### src/rtl/vc_input_port.sv
// vc_input_port: router input port with VC_NUM per-VC flit FIFOs, a per-VC
// packet FSM (IDLE -> VA -> ACTIVE) with XY routing on head flits, VC
// allocation requests, switch-side readout and per-VC on/off backpressure.
// Optional build macro CREDIT_RETURN_EN: adds credit_o (one-cycle pulse per
// popped flit, registered) and ties on_off_o high.

package vc_input_port_pkg;
    localparam int MESH_SIZE_X = 4;
    localparam int MESH_SIZE_Y = 4;
    localparam int VC_NUM_DEF  = 2;
    localparam int VC_ID_W     = (VC_NUM_DEF > 1) ? $clog2(VC_NUM_DEF) : 1;
    localparam int DEST_W      = 4;

    typedef enum logic [1:0] {
        HEAD     = 2'd0,
        BODY     = 2'd1,
        TAIL     = 2'd2,
        HEADTAIL = 2'd3
    } flit_label_t;

    typedef enum logic [2:0] {
        LOCAL = 3'd0,
        NORTH = 3'd1,
        SOUTH = 3'd2,
        WEST  = 3'd3,
        EAST  = 3'd4
    } port_t;

    typedef struct packed {
        flit_label_t         flit_label;
        logic [VC_ID_W-1:0]  vc_id;
        logic [DEST_W-1:0]   x_dest;
        logic [DEST_W-1:0]   y_dest;
        logic [15:0]         payload;
    } flit_t;
endpackage

module vc_input_port
    import vc_input_port_pkg::*;
#(
    parameter int VC_NUM         = VC_NUM_DEF,
    parameter int BUFFER_SIZE    = 8,
    parameter int PIPELINE_DEPTH = 5,
    parameter int X_CURRENT      = MESH_SIZE_X / 2,
    parameter int Y_CURRENT      = MESH_SIZE_Y / 2,
    localparam int VC_SIZE       = (VC_NUM > 1) ? $clog2(VC_NUM) : 1
) (
    input  logic                clk,
    input  logic                rst,
    input  flit_t               data_i,
    input  logic                valid_flit_i,
    input  logic [VC_SIZE-1:0]  vc_sel_i,
    input  logic                valid_sel_i,
    input  logic [VC_SIZE-1:0]  vc_new_i [VC_NUM],
    input  logic [VC_NUM-1:0]   vc_valid_i,
    output flit_t               flit_o,
    output logic                valid_flit_o,
    output logic [VC_NUM-1:0]   on_off_o,
    output logic [VC_NUM-1:0]   vc_allocatable_o,
    output logic [VC_NUM-1:0]   vc_request_o,
    output port_t               out_port_o [VC_NUM],
    output logic [VC_NUM-1:0]   error_o
`ifdef CREDIT_RETURN_EN
    ,
    output logic [VC_NUM-1:0]   credit_o
`endif
);

    localparam int PTR_W = $clog2(BUFFER_SIZE);
    localparam int CNT_W = PTR_W + 1;
    localparam int ON_TH = BUFFER_SIZE - PIPELINE_DEPTH + 1;

    typedef enum logic [1:0] {S_IDLE, S_VA, S_ACTIVE} vc_state_t;

    // Dimension-ordered routing: resolve X first, then Y
    function automatic port_t route(input flit_t f);
        port_t p;
        if (int'(f.x_dest) > X_CURRENT)      p = EAST;
        else if (int'(f.x_dest) < X_CURRENT) p = WEST;
        else if (int'(f.y_dest) > Y_CURRENT) p = SOUTH;
        else if (int'(f.y_dest) < Y_CURRENT) p = NORTH;
        else                                 p = LOCAL;
        return p;
    endfunction

    flit_t              head_w [VC_NUM];
    logic [VC_SIZE-1:0] dvc_w  [VC_NUM];
    logic [VC_NUM-1:0]  pop_w;

    genvar gi;
    generate
        for (gi = 0; gi < VC_NUM; gi++) begin : g_vc
            flit_t              mem_q [BUFFER_SIZE];
            logic [PTR_W-1:0]   rd_ptr_q, rd_ptr_d, wr_ptr_q, wr_ptr_d;
            logic [CNT_W-1:0]   count_q, count_d;
            vc_state_t          state_q, state_d;
            port_t              out_port_q, out_port_d;
            logic [VC_SIZE-1:0] dvc_q, dvc_d;
            logic               error_q, error_d;
            logic               push_req, push_ok, nonempty, full;
            logic               pop, discard, rd;
            flit_t              head;

            assign head     = mem_q[rd_ptr_q];
            assign nonempty = (count_q != '0);
            assign full     = (count_q == CNT_W'(BUFFER_SIZE));
            assign push_req = valid_flit_i && (data_i.vc_id == VC_ID_W'(gi));
            assign pop      = valid_sel_i && (vc_sel_i == VC_SIZE'(gi))
                              && (state_q == S_ACTIVE) && nonempty;

            // Packet FSM plus FIFO pointer/occupancy bookkeeping
            always_comb begin
                state_d    = state_q;
                out_port_d = out_port_q;
                dvc_d      = dvc_q;
                error_d    = error_q;
                discard    = 1'b0;
                case (state_q)
                    S_IDLE: begin
                        if (nonempty) begin
                            if (head.flit_label == HEAD || head.flit_label == HEADTAIL) begin
                                out_port_d = route(head);
                                state_d    = S_VA;
                            end else begin
                                // stray body/tail with no open packet
                                discard = 1'b1;
                                error_d = 1'b1;
                            end
                        end
                    end
                    S_VA: begin
                        if (vc_valid_i[gi]) begin
                            dvc_d   = vc_new_i[gi];
                            state_d = S_ACTIVE;
                        end
                    end
                    S_ACTIVE: begin
                        if (pop && (head.flit_label == TAIL || head.flit_label == HEADTAIL))
                            state_d = S_IDLE;
                    end
                    default: state_d = S_IDLE;
                endcase
                rd      = pop | discard;
                // a full FIFO still takes a write when the same VC drains this cycle
                push_ok = push_req && (!full || pop);
                if (push_req && !push_ok)
                    error_d = 1'b1;
                rd_ptr_d = rd_ptr_q + PTR_W'(rd);
                wr_ptr_d = wr_ptr_q + PTR_W'(push_ok);
                count_d  = count_q + CNT_W'(push_ok) - CNT_W'(rd);
            end

            // Flit storage; occupancy gates every use, so no reset is needed
            always_ff @(posedge clk) begin
                if (push_ok)
                    mem_q[wr_ptr_q] <= data_i;
            end

            // Per-VC state registers with asynchronous clear
            always_ff @(posedge clk or negedge rst) begin
                if (!rst) begin
                    rd_ptr_q   <= '0;
                    wr_ptr_q   <= '0;
                    count_q    <= '0;
                    state_q    <= S_IDLE;
                    out_port_q <= LOCAL;
                    dvc_q      <= '0;
                    error_q    <= 1'b0;
                end else begin
                    rd_ptr_q   <= rd_ptr_d;
                    wr_ptr_q   <= wr_ptr_d;
                    count_q    <= count_d;
                    state_q    <= state_d;
                    out_port_q <= out_port_d;
                    dvc_q      <= dvc_d;
                    error_q    <= error_d;
                end
            end

            assign head_w[gi]           = head;
            assign dvc_w[gi]            = dvc_q;
            assign pop_w[gi]            = pop;
            assign vc_allocatable_o[gi] = (state_q == S_IDLE) && !nonempty;
            assign vc_request_o[gi]     = (state_q == S_VA);
            assign out_port_o[gi]       = out_port_q;
            assign error_o[gi]          = error_q;
`ifdef CREDIT_RETURN_EN
            assign on_off_o[gi]         = 1'b1;
`else
            assign on_off_o[gi]         = (count_q < CNT_W'(ON_TH));
`endif
        end
    endgenerate

    // Switch-side readout: head of the selected VC relabelled with its downstream VC
    always_comb begin
        flit_o       = '0;
        valid_flit_o = 1'b0;
        for (int v = 0; v < VC_NUM; v++) begin
            if (pop_w[v]) begin
                flit_o       = head_w[v];
                flit_o.vc_id = VC_ID_W'(dvc_w[v]);
                valid_flit_o = 1'b1;
            end
        end
    end

`ifdef CREDIT_RETURN_EN
    logic [VC_NUM-1:0] credit_q, credit_d;

    // One credit per flit that left the port last cycle
    always_comb begin
        credit_d = pop_w;
    end

    // Credit pulse register
    always_ff @(posedge clk or negedge rst) begin
        if (!rst) credit_q <= '0;
        else      credit_q <= credit_d;
    end

    assign credit_o = credit_q;
`endif

endmodule
### config.mk
export PLATFORM = sky130hd
export DESIGN_NAME = vc_input_port
export DESIGN_NICKNAME = d
export VERILOG_FILES = /design/src/rtl/vc_input_port.sv
export SDC_FILE = /design/constraint.sdc
export NUM_CORES = 1
export LEC_CHECK = 0
export CAP_MARGIN = 20
export CORE_UTILIZATION = 55
export CTS_BUF_LIST = sky130_fd_sc_hd__clkbuf_16
export CTS_CLUSTER_DIAMETER = 30
export CTS_CLUSTER_SIZE = 28
export DETAILED_ROUTE_END_ITERATION = 10
export PLACE_DENSITY = 0.73
export SLEW_MARGIN = 20
export SYNTH_ARGS = -nofsm -noshare
export SYNTH_HDL_FRONTEND = slang
export SYNTH_SLANG_ARGS = --single-unit
### constraint.sdc
create_clock -name clk -period 4.3 [get_ports clk]
set_input_delay 1.075 -clock clk [delete_from_list [all_inputs] [get_ports clk]]
set_output_delay 1.075 -clock clk [all_outputs]
set_load 0.1 [all_outputs]
# Yosys cells after proc, flatten, opt, wreduce, memory -nomap -nowiden

Memory sizes are Yosys's and may differ from the RTL's.
Cells that the tools add are included.

RAM bits: 432
Output and inout bits: 42
Bits in registers: 34
Memories: 2
Input port bits: 36
Logic and storage cells: 144

Memories:

| name          | depth | bits a word | rd ports | clocked after memory_dff | write ports | RTL line | source |
|---|---|---|---|---|---|---|---|
| g_vc[0].mem_q | 8     | 27          | 1        | 0                        | 1           | 93       | `flit_t mem_q [BUFFER_SIZE];` |
| g_vc[1].mem_q | 8     | 27          | 1        | 0                        | 1           | 93       |  |

Add/subtract/negate cells: 8
Equal/unequal tests: 20
Magnitude comparators: 10
Reduce and logical (&&, ||, !) cells: 46
Multiplexer cells: 40
Bitwise logic cells: 4

Operator list:

| operator                                                      | number |
|---|---|
| 2-to-1 mux 27 bit                                             | 2 |
| 2-to-1 mux 2 bit                                              | 12 |
| 2-to-1 mux 1 bit                                              | 22 |
| greater-than comparator 4 x 2 -> 1 bit, second input constant | 4 |
| logical AND 1 bit                                             | 16 |
| less-than comparator 4 x 2 -> 1 bit, second input constant    | 4 |
| adder 3 x 1 -> 3 bit                                          | 4 |
| equality test 2 bit, second input constant                    | 6 |
| inequality test 2 bit, second input constant                  | 6 |
| case mux 2 bit (3 select lines)                               | 2 |
| AND reduction 3 bit                                           | 4 |
| adder 4 x 1 -> 4 bit                                          | 2 |
| equality test 4 bit, second input constant                    | 2 |
| zero test 2 bit                                               | 4 |
| less-than comparator 4 x 3 -> 1 bit, second input constant    | 2 |
| inequality test 2 x 1 -> 1 bit, second input constant         | 4 |
| AND reduction 4 bit                                           | 2 |
| nonzero test 2 bit                                            | 4 |
| nonzero test 4 bit                                            | 2 |
| subtractor 4 x 1 -> 4 bit                                     | 2 |
| zero test 1 bit                                               | 6 |
| logical OR 1 bit                                              | 6 |
| 2-to-1 mux 3 bit                                              | 2 |
| equality test 2 x 1 -> 1 bit, second input constant           | 2 |
| other kinds (3)                                               | 6 |

# Logic depth before layout (Yosys ltp)

Gate-level depths: netlist of run 1.

Depth in word-level cells: 10
Mapped depth: 13
Depth with buffers taken out: 11

# Worst setup path before layout of run 1

OpenSTA, ideal clock, no wires.

Path kind: reg-to-output
Start: register g_vc[1].count_q[2]
End: output port vc_allocatable_o[1]
Path slack: -303 ps
Data arrival time: 3528 ps
Buffers on the path: 0
Required time: 3225 ps
Cell stages (with the launch flop): 5
Path through: dfrtp_1 -> inv_1 -> ha_1 -> nand2_1 -> nor3_1

Cells in the longest elaborated chain, start to end: 3

Ends and longest elaborated chain:

| item                   | RTL line | source |
|---|---|---|
| from (decl)            | 95       | `logic [CNT_W-1:0] count_q, count_d;` |
| from (signal assigned) | 172      | `count_q <= count_d;` |
| nonzero test 4 bit     | 105      | `assign nonempty = (count_q != '0);` |
| zero test 1 bit        | 183      | `assign vc_allocatable_o[gi] = (state_q == S_IDLE) && !nonempty;` |
| logical AND 1 bit      | 183      |  |
| to (decl)              | 59       | `output logic [VC_NUM-1:0] vc_allocatable_o,` |

No other way between the ends.

==> impl_metrics.py, run 1 <==
metrics = {
    "yosys": {
        "yosys.area_share.simple_pct": 1.82,
        "syn_area_per_cell_sq_um": 21.6,
        "ys_seq_area_share_pct": 75.1,
        "synth_area_sq_mm": 0.0178,
        "synth_compound_area_share_pct": 2.09,
        "ys_types": 47,
        "ys_ff_latch": 450,
        "synth_edf_count": 416,
        "synth_top_area_share_pct": 70.3,
        "syn-num-nets": 887,
        "async_flop_share_pct": 7.56,
        "synth_top_cell_by_area": "edfxtp_1",
        "ys.flop_type": "edfxtp_1",
        "muxShareOfSynthArea_pct": 16.7,
        "synthAdderAreaFrac_pct": 1.99,
        "synth_top_family_by_area": "multiplexers",
        "synth_area_leaders": "edfxtp_1, mux4_2, dfrtp_1",
        "syn_inst": 824,
        "synth_xor_area_share_pct": 0.394,
        "yosys_warnings": 0,
    },
    "power_and_ir_drop": {
        "ir_drop_mv": 0.384,
        "cellLeakagePower_nw": 7.61,
        "power.density_mw_per_mm2": 744,
    },
    "clock_tree": {
        "post_cts_buffers": 0,
        "cts_tree": "yes",
        "clock_latency_ns": 0.58,
        "numCtsBuffers": 79,
        "clock_path_buffers": 3,
        "h-tree-depth": 3,
        "cts_root_buf": "clkbuf_16",
        "clkSlewWorstSetupHoldPaths_ns": 0.05,
        "clkSinkCount": 450,
        "cts_resized": 0,
        "cts_hold_buf": 0,
    },
    "setup_path": {
        "worstSetupEndpointType": "output pin",
        "path_max_fanout": 25,
        "max_stage_delay_ns": 0.85,
        "cp_cell_sequence": "mux4_2, mux2i_1, o22ai_1, buf_12",
        "rrSetupSlack_ns": 0.66,
        "cp_slowest_cell": "dfrtp_2",
        "start_kind": "register",
        "critPathArrivalTime_ns": 2.95,
        "r2r_start": "g_vc[0].rd_ptr_q[0]$_DFF_PN0_",
        "worst-setup-path-type": "reg -> out",
        "startpoint": "g_vc[1].rd_ptr_q[1]$_DFF_PN0_",
        "required_ns": 3.22,
    },
    "floorplan": {
        "core-area_sq_mm": 0.0316,
        "die_area_sq_mm": 0.0330,
        "die_w_microns": 182,
        "rows": 65,
        "initial_utilization_pct": 56.1,
        "pin_count": 78,
        "die_h_microns": 182,
    },
    "global_route": {
        "grt.overflow.total": 0,
        "grt_pass1_vias": 9396,
        "grt_pass1_wl_mm": 58.3,
        "antenna_found_initial": 0,
        "grt_max_degree": 30,
        "grtUsageTotal_pct": 24.6,
    },
    "detailed_routing": {
        "drt_first_pass_iters": 5,
        "wire_per_inst_microns": 27.0,
        "drc_errors": 0,
        "drt-initial-drc-count": 798,
        "viasPerCell": 6.14,
        "vias": 8847,
        "ant_nets": 0,
        "wirelength_mm": 38.9,
    },
    "place": {
        "io_buffers": 77,
        "place.gp.congestion": 0.791,
        "place_inst": 1297,
        "dp_hpwl_mm": 19.9,
    },
    "cells_and_area": {
        "final_common_cell": "edfxtp_1",
        "fin_cells": 1442,
        "final_cell_mix": "edfxtp_1, mux4_2, clkbuf_16, mux2i_1, clkdlybuf4s50_1",
        "fill_cells": 1860,
        "finish.utilization_pct": 69.9,
        "syn2layout_area_growth_pct": 24.5,
        "antenna_cells": 0,
        "nets": 1039,
        "drive_gt1_share_pct": 31.8,
    },
    "timing": {
        "setup_viol_count_final": 0,
        "whs_ns": 0.480,
        "rsz0062_at_grt": "false",
        "worst_slew_pin_slew_ns": 0.988,
        "finalCriticalPeriod_ns": 4.03,
        "min_period_over_period_pct": 93.6,
        "hold_viol_final": 0,
        "max-slew-margin-rel_pct": 34.0,
        "max_freq_ghz": 0.248,
        "drv_slew": 0,
        "finClkSkew_ns": 0.0278,
    },
    "worst_hold_path": {
        "hold_class": "in -> async",
    },
    "flow_run": {
        "maxCapViolCount": 0,
    },
    "run_status": {
        "outcome": "finished clean",
    },
}
## per-stage QoR
step / setup WS, ns / area, sq um / TNS [ns] / power, mW
5_1_grt: 0.119 / 22100 / 0 / 17.1
2_1_floorplan: -0.130 / 17800 / -0.777 / 9.07
3_3_place_gp: 0.412 / 19500 / 0 / 10.3
6_report: 0.274 / 22100 / 0 / 16.5
3_5_place_dp: 0.399 / 19500 / 0 / 10.4
4_1_cts: 0.218 / 22100 / 0 / 16.6
## where the power goes
part           internal [mW]  total [mW]  switching (mW)  leakage [nW]
registers               5.28        5.85           0.564          4.15
clock network           3.99        6.12            2.13          1.29
logic                   1.99        4.50            2.50          2.17
total                   11.3        16.5            5.20          7.61
## state kept, by name (all words and copies together) (netlist names)
name / flops
g_vc.mem_q: 416
g_vc.dvc_q: 2
g_vc.rd_ptr_q: 6
g_vc.count_q: 8
g_vc.error_q: 2
g_vc.out_port_q: 6
g_vc.wr_ptr_q: 6
g_vc.state_q: 4
## Yosys cell counts, types with 4 or more instances
master,n
edfxtp_1,416
dfrtp_1,34
clkbuf_1,7
xor2_1,6
o22ai_1,25
nand3_1,4
nand2_1,10
ha_1,25
inv_1,20
o21ai_1,7
nand2b_1,6
nor3_1,6
mux2_2,4
mux4_2,104
mux2i_1,46
a22o_1,5
nor2_1,22
buf_2,11
o21ai_0,4
mux2i_4,4
buf_4,14
## per-layer routing
layer | track usage, % | wire length (microns)
met1 | 32.6 | 15600
met3 | 4.97 | 2380
met2 | 41.2 | 20000
met4 | 8.47 | 984
met5 | 0 | 0
## cells by family after synthesis
| group | count (synthesis) |
|---|---|
| AOI/OAI and AO/OA | 56 |
| xor gates and xnor gates | 8 |
| buffers and inverters | 60 |
| and+or+nand+nor | 63 |
| adders and majority gates | 27 |
| DFF | 450 |
| muxes | 160 |
## critical path, delay by kind of cell (launching register included)
kind | cells | cell delay [ns]
DFF | 1 | 0.85
muxes | 2 | 1.08
AOI/OAI and AO/OA | 1 | 0.23
buffers and inverters | 1 | 0.22
## worst paths after layout
check	end	cells past startpoint
min in group clk	g_vc[1].error_q$_DFFE_PN0P_	2
min reg2reg	g_vc[1].error_q$_DFFE_PN0P_	2
min	g_vc[0].out_port_q[2]$_DFFE_PN0P_	1
max reg2reg	g_vc[0].count_q[2]$_DFF_PN0_	10
max	flit_o[21]	4
max in group asynchronous	g_vc[1].count_q[3]$_DFF_PN0_	2
## final cells by class
cell class	count	area, sq um	share of cell area [%]
Clock buffer	81	2030	9.16
Clock inverter	64	621	2.81
Inverter	20	75.1	0.339
Multi-Input combinational cell	314	4220	19.1
Sequential cell	450	13400	60.4
Tap cell	402	503	2.27
Timing Repair Buffer	111	1320	5.97
No activity file was read; power rests on OpenSTA's default activity.
==> run 2, diff against run 1 <==
Settings changed: ABC_CLOCK_PERIOD_IN_PS set to 4300.
==> results of run 2 <==
The final DEF is identical to that of run 1; final timing and power are the same.
